--- config.mk ---
export PLATFORM = sky130hd
export DESIGN_NAME = ps2_host_tx
export DESIGN_NICKNAME = d
export VERILOG_FILES = /design/src/rtl/ps2_host_tx.sv
export SDC_FILE = /design/constraint.sdc
export NUM_CORES = 1
export LEC_CHECK = 0
export BUFFER_PORTS_ARGS = -buffer_cell sky130_fd_sc_hd__buf_2
export CORE_MARGIN = 1.5
export CORE_UTILIZATION = 65
export DETAILED_ROUTE_END_ITERATION = 10
export GPL_TIMING_DRIVEN = 0
export PLACE_DENSITY = 0.95
export SYNTH_ARGS = -nofsm -noshare
export SYNTH_HDL_FRONTEND = slang
export SYNTH_SLANG_ARGS = --single-unit
--- constraint.sdc ---
create_clock -name clk -period 2.9 [get_ports clk]
set_input_delay 0.145 -clock clk [delete_from_list [all_inputs] [get_ports clk]]
set_output_delay 0.145 -clock clk [all_outputs]
set_load 0.05 [all_outputs]
--- src/rtl/ps2_host_tx.sv ---
// ps2_host_tx: PS/2 host-to-device command transmitter driving the shared lines via open-drain enables.
// Define PS2_TX_ACK_CHECK_EN to abandon the frame when the device's ACK bit reads high.
module ps2_host_tx #(
    parameter int INHIBIT_CYCLES = 5000,
    parameter int TIMEOUT_CYCLES = 1000000
) (
    input  logic       clk,
    input  logic       rst,
    input  logic [7:0] tx_data,
    input  logic       tx_valid,
    output logic       tx_ready,
    output logic       tx_done,
    output logic       tx_err,
    output logic       busy,
    input  logic       ps2_clk,
    input  logic       ps2_data,
    output logic       ps2_clk_oe,
    output logic       ps2_data_oe
);
    localparam int IW = $clog2(INHIBIT_CYCLES + 1);
    localparam int TW = $clog2(TIMEOUT_CYCLES + 1);
    localparam logic [IW-1:0] INH_LAST  = IW'(INHIBIT_CYCLES - 1);
    localparam logic [IW-1:0] INH_START = IW'(INHIBIT_CYCLES - 2);
    localparam logic [TW-1:0] TO_LAST   = TW'(TIMEOUT_CYCLES - 1);

    localparam logic [2:0] IDLE      = 3'd0;
    localparam logic [2:0] INHIBIT   = 3'd1;
    localparam logic [2:0] RELEASE   = 3'd2;
    localparam logic [2:0] SHIFT     = 3'd3;
    localparam logic [2:0] ACK       = 3'd4;
    localparam logic [2:0] WAIT_IDLE = 3'd5;
    localparam logic [2:0] DONE      = 3'd6;
    localparam logic [2:0] ERR       = 3'd7;

    logic [2:0]    state;
    logic [2:0]    clk_sync;
    logic [2:0]    data_sync;
    logic [9:0]    shreg;
    logic [3:0]    bitcnt;
    logic [IW-1:0] inh_cnt;
    logic [TW-1:0] to_cnt;
    logic          fall;
    logic          line_idle;
    logic          timed;
    logic          timeout;

    // Synchronisers reset to the idle-high line level so reset never fakes a falling edge.
    always_ff @(posedge clk) begin
        if (rst) begin
            clk_sync  <= 3'b111;
            data_sync <= 3'b111;
        end else begin
            clk_sync  <= {clk_sync[1:0], ps2_clk};
            data_sync <= {data_sync[1:0], ps2_data};
        end
    end

    assign fall      = clk_sync[2] & ~clk_sync[1];
    assign line_idle = clk_sync[2] & data_sync[2];
    assign timed     = (state == RELEASE) || (state == SHIFT) ||
                       (state == ACK) || (state == WAIT_IDLE);
    assign timeout   = timed && (to_cnt == TO_LAST);

    always_ff @(posedge clk) begin
        if (rst) begin
            state       <= IDLE;
            tx_ready    <= 1'b1;
            tx_done     <= 1'b0;
            tx_err      <= 1'b0;
            busy        <= 1'b0;
            ps2_clk_oe  <= 1'b0;
            ps2_data_oe <= 1'b0;
            shreg       <= '0;
            bitcnt      <= '0;
            inh_cnt     <= '0;
            to_cnt      <= '0;
        end else begin
            tx_done <= 1'b0;
            tx_err  <= 1'b0;
            // A stuck device is abandoned even if a clock edge arrives in the same cycle.
            if (timeout) begin
                state       <= ERR;
                tx_err      <= 1'b1;
                ps2_clk_oe  <= 1'b0;
                ps2_data_oe <= 1'b0;
            end else begin
                if (timed) begin
                    to_cnt <= to_cnt + 1'b1;
                end
                case (state)
                    IDLE: begin
                        if (tx_valid && tx_ready) begin
                            shreg      <= {1'b1, ~^tx_data, tx_data};
                            inh_cnt    <= '0;
                            ps2_clk_oe <= 1'b1;
                            tx_ready   <= 1'b0;
                            busy       <= 1'b1;
                            state      <= INHIBIT;
                        end
                    end
                    INHIBIT: begin
                        // Start bit goes low while the clock is still held, then the clock is freed.
                        if (inh_cnt == INH_LAST) begin
                            ps2_clk_oe  <= 1'b0;
                            ps2_data_oe <= 1'b1;
                            to_cnt      <= '0;
                            state       <= RELEASE;
                        end else begin
                            inh_cnt <= inh_cnt + 1'b1;
                            if (inh_cnt == INH_START) begin
                                ps2_data_oe <= 1'b1;
                            end
                        end
                    end
                    RELEASE: begin
                        bitcnt <= '0;
                        state  <= SHIFT;
                    end
                    SHIFT: begin
                        if (fall) begin
                            ps2_data_oe <= ~shreg[0];
                            shreg       <= {1'b0, shreg[9:1]};
                            bitcnt      <= bitcnt + 1'b1;
                            if (bitcnt == 4'd9) begin
                                state <= ACK;
                            end
                        end
                    end
                    ACK: begin
                        if (fall) begin
`ifdef PS2_TX_ACK_CHECK_EN
                            if (data_sync[2]) begin
                                state       <= ERR;
                                tx_err      <= 1'b1;
                                ps2_clk_oe  <= 1'b0;
                                ps2_data_oe <= 1'b0;
                            end else begin
                                state <= WAIT_IDLE;
                            end
`else
                            state <= WAIT_IDLE;
`endif
                        end
                    end
                    WAIT_IDLE: begin
                        if (line_idle) begin
                            tx_done <= 1'b1;
                            state   <= DONE;
                        end
                    end
                    DONE: begin
                        busy     <= 1'b0;
                        tx_ready <= 1'b1;
                        state    <= IDLE;
                    end
                    ERR: begin
                        ps2_clk_oe  <= 1'b0;
                        ps2_data_oe <= 1'b0;
                        busy        <= 1'b0;
                        tx_ready    <= 1'b1;
                        state       <= IDLE;
                    end
                    default: begin
                        state <= IDLE;
                    end
                endcase
            end
        end
    end
endmodule

-- After elaboration in Yosys (flattened, before gate mapping)
Index checks and enable logic that the tools add are counted.
Widths: inputs -> output; s select.
- register bits: 62
- input port bits: 13
- output and inout bits: 6
- latch bits: 0
- memory bits (read-only): 0
- word-level logic and storage cells: 98
- memories kept: 0
- bits in writable memories: 0
- multiply operators: 0
- multiplexer cells: 31
- div/mod/pow operators: 0
- reductions and logical operators: 23
- add/sub/neg operators: 3
- order comparisons: 0
- bitwise operators: 6
- eq/ne operators: 22
- shift operators: 0
- operators by type and width (operator ; count):
    $mux 20 ; 3
    $eq 13x13->1 const B ; 2
    $mux 13 ; 2
    $pmux 13 s2 ; 1
    $mux 3 ; 7
    $pmux 3 s7 ; 1
    $add 20x1->20 const B ; 1
    $eq 20x20->1 const B ; 1
    $mux 10 ; 2
    $pmux 10 s2 ; 1
    $ne 3x3->1 const B ; 6
    $add 13x1->13 const B ; 1
    $eq 3x3->1 const B ; 4
    $reduce_and 3->1 ; 4
    $mux 1 ; 8
    $ne 2x2->1 const B ; 4
    $pmux 4 s2 ; 1
    $reduce_and 4->1 ; 2
    $reduce_bool 2->1 ; 4
    $reduce_xnor 8->1 ; 1
    $eq 3x2->1 const B ; 2
    $pmux 1 s3 ; 2
    $reduce_and 6->1 ; 1
    $reduce_bool 3->1 ; 2
    13 further kinds ; 22

-- Logic depth before layout (Yosys ltp)
Gate-level depths: netlist (run 1).
- depth in word-level cells: 7
- depth in mapped cells: 9
- mapped depth without buffers: 7

-- Worst setup path before layout (run 1)
Ideal clock, no wire load.
- kind: flip-flop to flip-flop
- start: reg state[1]
- end: reg to_cnt[1]
- required time: 2.821 ns
- data arrival time: 1.777 ns
- stages on the path, launching flop included: 7
- slack: 1.044 ns
- path buffers: 2
- library setup time: 0.079 ns
- cell sequence: dfxtp_1 > buf_4 > xnor2_4 > or3_1 > buf_2 > or4_4 > o221ai_2
- longest elaborated chain between the ends: 7
- ends and longest elaborated chain (element ; line ; source):
    from (decl) ; 35 ; logic [2:0] state;
    from (signal assigned) ; 66 ; state <= IDLE;
    from (signal assigned) ; 82 ; state <= ERR;
    from (signal assigned) ; 98 ; state <= INHIBIT;
    $eq 3x2->1 ; 60 ; assign timed = (state == RELEASE) || (state == SHIFT) ||
    $logic_or 1x1->1 (2 in series) ; 60 ;
    $logic_or 1x1->1 ; 61 ; (state == ACK) || (state == WAIT_IDLE);
    $mux 20 ; 87 ; if (timed) begin
    $mux 20 ; 103 ; if (inh_cnt == INH_LAST) begin
    $mux 20 ; 90 ; case (state)
    to (signal assigned) ; 88 ; to_cnt <= to_cnt + 1'b1;
    to (decl) ; 41 ; logic [TW-1:0] to_cnt;
Several ways; a longest one is shown, not always the timed one.
A chain may end at the register's enable or synchronous reset.

-- Worst setup path in the final report (run 1)
- start: reg to_cnt[9]
- end: reg to_cnt[5]
- longest elaborated chain between the ends: 2
- ends and longest elaborated chain (element ; line ; source):
    $eq 20x20->1 ; 62 ; assign timeout = timed && (to_cnt == TO_LAST);
    $logic_and 1x1->1 ; 62 ;
No other way between the ends.

==> metrics.md, run 1 <==
| Metric | Value |
|---|---|
| Adder-Cell Fraction of Synth Area | 2.03% |
| WP data required | 3.12 ns |
| Clock-pin slew on the worst setup and hold paths | 0.07 ns |
| Clock H-tree levels | 3 |
| Peak supply drop | 642 uV |
| CP bufs+invs | 2 |
| Critical Path AT | 2.34 ns |
| RSZ-0062 raised after global routing | false |
| Via/cell ratio | 6.00 |
| Post-route DRC | 0 |
| ANT cells | 0 |
| Largest net degree at the start of global routing | 11 |
| Main synth FF type | dfxtp_1 |
| First-pass GRT wire length | 11100 microns |
| Top delay family on crit path | simple AND/OR/NAND/NOR gates |
| Post-CTS setup buffer count | 0 |
| Critical Path Source Type | register |
| Power Density | 516 nW/um^2 |
| Starting Density | 68.9% |
| Port buffer count | 18 |
| Final setup margin | 0.779 ns |
| Clk_lat worst skew | 0.34 ns |
| Clk sinks | 62 |
| #FFs+latches synth | 62 |
| Number of I/O pins | 19 |
| Area of the mapped netlist | 3080 sq um |
| Clock Path Buffers | 2 |
| Synth top area share | 40.2% |
| CP endpoint kind | register |
| Hold buffers post-CTS | 1 |
| Wirelength, routed | 6510 microns |
| Synth cell count leaders | dfxtp_1, nor2_1, nand2_1 |
| Mux share of post-synthesis cell area | 2.92% |
| Post-synthesis instance total | 350 |
| Worst clock skew | 0.00735 ns |
| CTS tree | done |
| Congestion Overflow GR | 0 |
| Routed len/inst | 14.9 microns |
| Antenna Nets Post-Route | 0 |
| Worst R2R End | to_cnt[5] |
| Core area | 4470 sq um |
| GRT Overall Usage | 27.5% |
| Flop2flop setup slack | 0.78 ns |
| Synth warnings | 0 |
| Slew @ Worst Pin | 0.647 ns |
| TNS Setup | 0 ns |
| Die Area | 5170 sq um |
| Number of buffers created by CTS | 9 |
| Vias in the first global route | 2512 |
| # rows | 24 |
| FF-to-FF path depth | 7 |
| Period utilization | 73.1% |
| Top-count cell post-synth | dfxtp_1 |
| Die Y-Extent | 71.9 microns |
| # setup viols final | 0 |
| First DRT Iteration DRCs | 214 |
| Root Driver | clkbuf_8 |
| Critical path type | register to register |
| CP max stage delay | 0.40 ns |
| Share of the yosys chip area belonging to registers | 40.2% |
| Final Hold Viols | 0 |
| Detailed Routing Iterations Pass 1 | 4 |
| Pleak | 1.33 nW |
| Final HPWL DP | 4580 microns |
| Cells after DPL | 420 |
| Place WS | 0.813 ns |
| Xor/xnor share of the synthesized area | 10.5% |
| Period minus WS final | 2.12 ns |
| Layout Nets | 398 |
| Die width | 71.9 microns |
| Pins Over Slew Limit | 0 |
| Area Overhead vs Synth | 11.4% |
| Area leader, netlist | dfxtp_1 |
| Slew margin rel. | 56.9% |
| GP Congestion | 0.911 |
| Post-CTS sizing | 0 |
| Synth Area in Compound Gates | 13.6% |
| Critical path's slowest cell | or2_1 |
| Mapped Nets | 368 |
| Hold WC Path Type | input pin to register |
| Worst r2r src | to_cnt[9] |
| Worst Path Max Fanout | 8 |
| Hold Path Stages | 2 |
| Cell Count, Final, Fillers Out | 437 |
| Initial antenna violation count | 0 |
| Status | completed |
| Count of different cell masters after synthesis | 53 |
| HP Start | ps2_clk |
| EDFF count, synth | 0 |
| CP cell instances | clkbuf_1 > nor4bb_1 > nand4_1 > or2_1 > nand2b_1 > buf_2 > o21ai_0 |
| Fmax | 471 MHz |
| Max capacitance violation total | 0 |
| Worst hold endpoint | clk_sync[0] |
| Vias | 2622 |
| Largest family of logic cells by synthesized area | simple AND/OR/NAND/NOR gates |
| Syn avg cell area | 8.81 sq um |
| Layout cells sized above 1 | 16.6% |
| Worst setup startpoint | to_cnt[9] |
| Synth top area cells | dfxtp_1, nor2_1, xnor2_1, xor2_1, a211oi_2 |
| Post-synth ARST share | 0% |
| Synth Area in Simple Gates | 26.9% |
-- report_power, final --
part / total, mW / switching (mW) / internal, mW
Combinational: 0.170 / 0.103 / 0.0673
Sequential: 0.899 / 0.0196 / 0.879
Clock: 0.703 / 0.325 / 0.378
-- flip-flops by register name, summed over array words and instances, names as in the netlist, 3 cells and up --
register   count
inh_cnt       13
state          3
bitcnt         4
to_cnt        20
clk_sync       3
data_sync      3
shreg         10
-- area by class of cell --
class	count	area (sq um)
Multi-Input combinational cell	263	1730
Sequential cell	62	1240
Timing Repair Buffer	19	100
Tap cell	52	65.1
Buffer	16	82.6
Inverter	9	33.8
Clock inverter	3	17.5
Clock buffer	13	169
Fill cell	305	1040
-- cells by family after synthesis --
| logic type | after synthesis |
|---|---|
| buffers and inverters | 25 |
| DFF | 62 |
| AOI/OAI and AO/OA | 59 |
| xor gates and xnor gates | 35 |
| and+or+nand+nor | 155 |
| muxes | 9 |
| adders and majority gates | 5 |
-- worst max-delay path by stage --
stage                      to  depth (start not counted)
floorplan           to_cnt[1]                          6
global placement     shreg[8]                          8
detailed placement  to_cnt[5]                          7
CTS                  shreg[8]                          8
global route        to_cnt[3]                          7
finish              to_cnt[5]                          7
-- cells in the final DEF (no fill, tap or decap), drive strengths merged, types with 2 or more instances in the layout --
cell type | netlist | routed
or2 | 9 | 9
nor2b | 3 | 3
a211oi | 8 | 8
nor4b | 2 | 2
clkinv | 0 | 2
a31o | 2 | 2
nand2b | 7 | 7
o21ai | 15 | 15
nand4 | 9 | 9
nor3 | 6 | 6
nor4 | 5 | 5
dfxtp | 62 | 62
nand2 | 22 | 22
mux2i | 9 | 9
clkbuf | 8 | 21
xnor2 | 18 | 18
and3 | 11 | 11
and2 | 2 | 2
a21oi | 19 | 19
or3 | 7 | 7
buf | 8 | 26
o21a | 3 | 3
nand3 | 17 | 17
a41oi | 2 | 2
ha | 5 | 5
nor2 | 45 | 45
inv | 9 | 9
xor2 | 17 | 17
or4 | 5 | 5
-- per-stage QoR --
stage	util, %	instance area [sq um]	hold slack [ns]	total power, mW
2_1_floorplan	-	3080	0.249	1.04
3_3_place_gp	72.4	3240	0.328	1.08
3_5_place_dp	72.4	3240	0.332	1.09
4_1_cts	76.8	3440	0.00632	1.78
5_1_grt	76.8	3440	0.000468	1.84
6_report	76.8	3440	0.00894	1.77
-- per-layer routing --
metal  vias up  track usage [%]  wire length [microns]
met4         0             11.9                    117
met1      1246             34.0                   2870
li1       1292                -                      -
met2        70             44.9                   3220
met3        14             7.74                    296
met5         -                0                      0
(Power assumes the default switching activity.)
==> inputs of run 2 (changes only) <==
- CORE_UTILIZATION: 65 -> 60
- PLACE_DENSITY: 0.95 -> 0.9
- clock period: 2.9 -> 2.19 ns (I/O delays scaled with it)
==> metrics.md, run 2 (same netlist as run 1, synthesis figures left out) <==
| Metric | Value |
|---|---|
| Global Route met3 Usage | 6.43% (-1.3 points) |
| Met1 Track Usage GR | 31.3% (-2.7 points) |
| ANT cells | 0 (unchanged) |
| CP max stage delay | 0.58 ns (+0.18 ns) |
| Post-route DRC | 0 (unchanged) |
| Critical Path Source Type | register |
| Detailed Routing Iterations Pass 1 | 5 (+1) |
| Flop2flop setup slack | 0.16 ns (-0.62 ns) |
| Critical Path AT | 2.30 ns (-0.04 ns) |
| Layout Nets | 398 (unchanged) |
| CTS tree | done |
| Root Driver | clkbuf_8 |
| Fill count | 347 (+14%) |
| First DRT Iteration DRCs | 232 (+8.4%) |
| Die Area | 5580 sq um (+8.0%) |
| Top delay family on crit path | simple AND/OR/NAND/NOR gates |
| Peak supply drop | 500 uV (-22%) |
| Routed len/inst | 14.9 microns (-0.14%) |
| Clock-pin slew on the worst setup and hold paths | 0.07 ns (about the same) |
| Initial antenna violation count | 0 (unchanged) |
| # setup viols final | 0 (unchanged) |
| Final setup margin | 0.159 ns (-0.620 ns) |
| Die Y-Extent | 74.7 microns (+3.9%) |
| CP endpoint kind | register |
| Layout cells sized above 1 | 16.9% (+0.26 points) |
| Clk_lat worst skew | 0.35 ns (about the same) |
| Post-CTS setup buffer count | 0 (unchanged) |
| Global-route layer with the greatest usage | met2 |
| GP Congestion | 0.899 (-1.3%) |
| Via/cell ratio | 5.89 (-1.8%) |
| CP bufs+invs | 1 (-1) |
| CP cell instances | ha_1 > nand2_1 > or3_1 > buf_2 > or4_4 > o221ai_2 |
| Core area | 4850 sq um (+8.4%) |
| Wirelength, routed | 6720 microns (+3.3%) |
| Number of I/O pins | 19 (unchanged) |
| Die width | 74.7 microns (+3.9%) |
| Clock Path Buffers | 2 (unchanged) |
| Worst Path Max Fanout | 6 (-2) |
| Top flop regs | to_cnt: 20 flops, inh_cnt: 13 flops, shreg: 10 flops |
| Fmax | 492 MHz (+4.4%) |
| Slew @ Worst Pin | 0.682 ns (+0.0350 ns) |
| Top reg by flops | to_cnt |
| Vias | 2663 (+1.6%) |
| Starting Density | 63.6% (-5.3 points) |
| Status | completed |
| RSZ-0062 raised after global routing | false |
| First-pass GRT wire length | 10800 microns (-2.6%) |
| Clock H-tree levels | 3 (unchanged) |
| Antenna Nets Post-Route | 0 (unchanged) |
| WP data required | 2.46 ns (-0.66 ns) |
| Area Overhead vs Synth | 13.3% |
| Period utilization | 92.7% (+20 points) |
| Hold WC Path Type | input pin to register |
| Pins Over Slew Limit | 0 (unchanged) |
| Clk sinks | 62 (unchanged) |
| Commonest cells after routing, fill and taps aside | dfxtp_1, nor2_1, nand2_1, buf_2, a21oi_1 |
| Vias in the first global route | 2439 (-2.9%) |
| Max capacitance violation total | 0 (unchanged) |
| Port buffer count | 18 (unchanged) |
| Critical path's slowest cell | or4_4 |
| Critical path type | register to register |
| Total power | 2.45 mW (+38%) |
| GRT Overall Usage | 25.8% (-1.7 points) |
| # rows | 25 (+4.2%) |
| Pleak | 1.34 nW (+0.81%) |
| TNS Setup | 0 ns (unchanged) |
| Largest net degree at the start of global routing | 11 (unchanged) |
| Worst clock skew | 0.00632 ns (-0.00103 ns) |
| Commonest non-fill, non-tap cell in the layout | dfxtp_1 |
| Slew margin rel. | 54.6% (-2.3 points) |
| Met2 Usage GRT | 42.7% (-2.2 points) |
| Place WS | 0.103 ns (-0.710 ns) |
| Max reg flops | 20 (unchanged) |
| Number of buffers created by CTS | 9 (unchanged) |
| Final HPWL DP | 4510 microns (-1.5%) |
| Power Density | 701 nW/um^2 (+36%) |
| Final Hold Viols | 0 (unchanged) |
| Congestion Overflow GR | 0 (unchanged) |
| Period minus WS final | 2.03 ns (-0.0900 ns) |
## run 2: cell count changes in the layout (fill, tap and decap cells not counted)
cell	before	now
bufinv_16	0	1
clkbuf_8	12	11
clkinv_2	2	1
dlygate4sd3_1	1	2
nor3_2	1	0
nor3_4	0	1
nor4b_1	2	0
nor4b_2	0	2
## run 2: power by group
part	switching, mW	leakage (nW)	internal (mW)
sequential	0.0267	0.504	1.16
combinational	0.137	0.733	0.0918
clock	0.444	0.0996	0.587
## run 2: final cells by class
cell class / count / area [sq um] / share of cell area (%)
clock inverter: 3 / 42.5 / 1.22
inverter: 9 / 33.8 / 0.967
timing repair buffer: 20 / 110 / 3.15
buffer: 15 / 78.8 / 2.26
multi-input combinational: 263 / 1750 / 49.9
clock buffer: 13 / 159 / 4.55
sequential: 62 / 1240 / 35.5
tap: 67 / 83.8 / 2.40
## run 2: through the flow
| step | hold slack [ns] | instance area [sq um] | util [%] | std cells |
|---|---|---|---|---|
| after CTS | 0.157 | 3480 | 71.8 | 453 |
| after detailed placement | 0.294 | 3260 | 67.2 | 435 |
| after global placement | 0.292 | 3260 | 67.2 | 435 |
| final | 0.162 | 3490 | 72.1 | 452 |
| after global routing | 0.177 | 3490 | 72.1 | 452 |
| after floorplan | 0.213 | 3080 | - | 350 |
## run 2: timing repair
item | CTS | global route
hold endpoints to repair | 2 | 0
resized for setup | 0 | 3
hold buffers | 2 | 0
setup endpoints to repair | 0 | 17
## run 2: path summary, 6_finish.rpt
| check | start | endpoint | cells past startpoint |
|---|---|---|---|
| worst min register to register | data_sync[1] | data_sync[2] | 1 |
| worst min-delay path | tx_data[1] | shreg[1] | 3 |
| worst max register to register | to_cnt[1] | to_cnt[1] | 6 |
| worst max-delay path | to_cnt[1] | to_cnt[1] | 6 |
## run 2: worst reg2reg max path: cells and delay by family, from the launching register on
kind,cells,cell delay (ns)
AO/OA/AOI/OAI,1,0.17
AND/OR/NAND/NOR,3,1.00
flip-flops,1,0.39
adder cells (fa/ha/maj),1,0.23
buffers and inverters,1,0.17
## run 2: metal layers
metal / part of all wire [%] / wire, microns
met3: 4.6 / 310
met5: 0 / 0
met4: 2.4 / 159
met2: 49 / 3330
met1: 44 / 2930
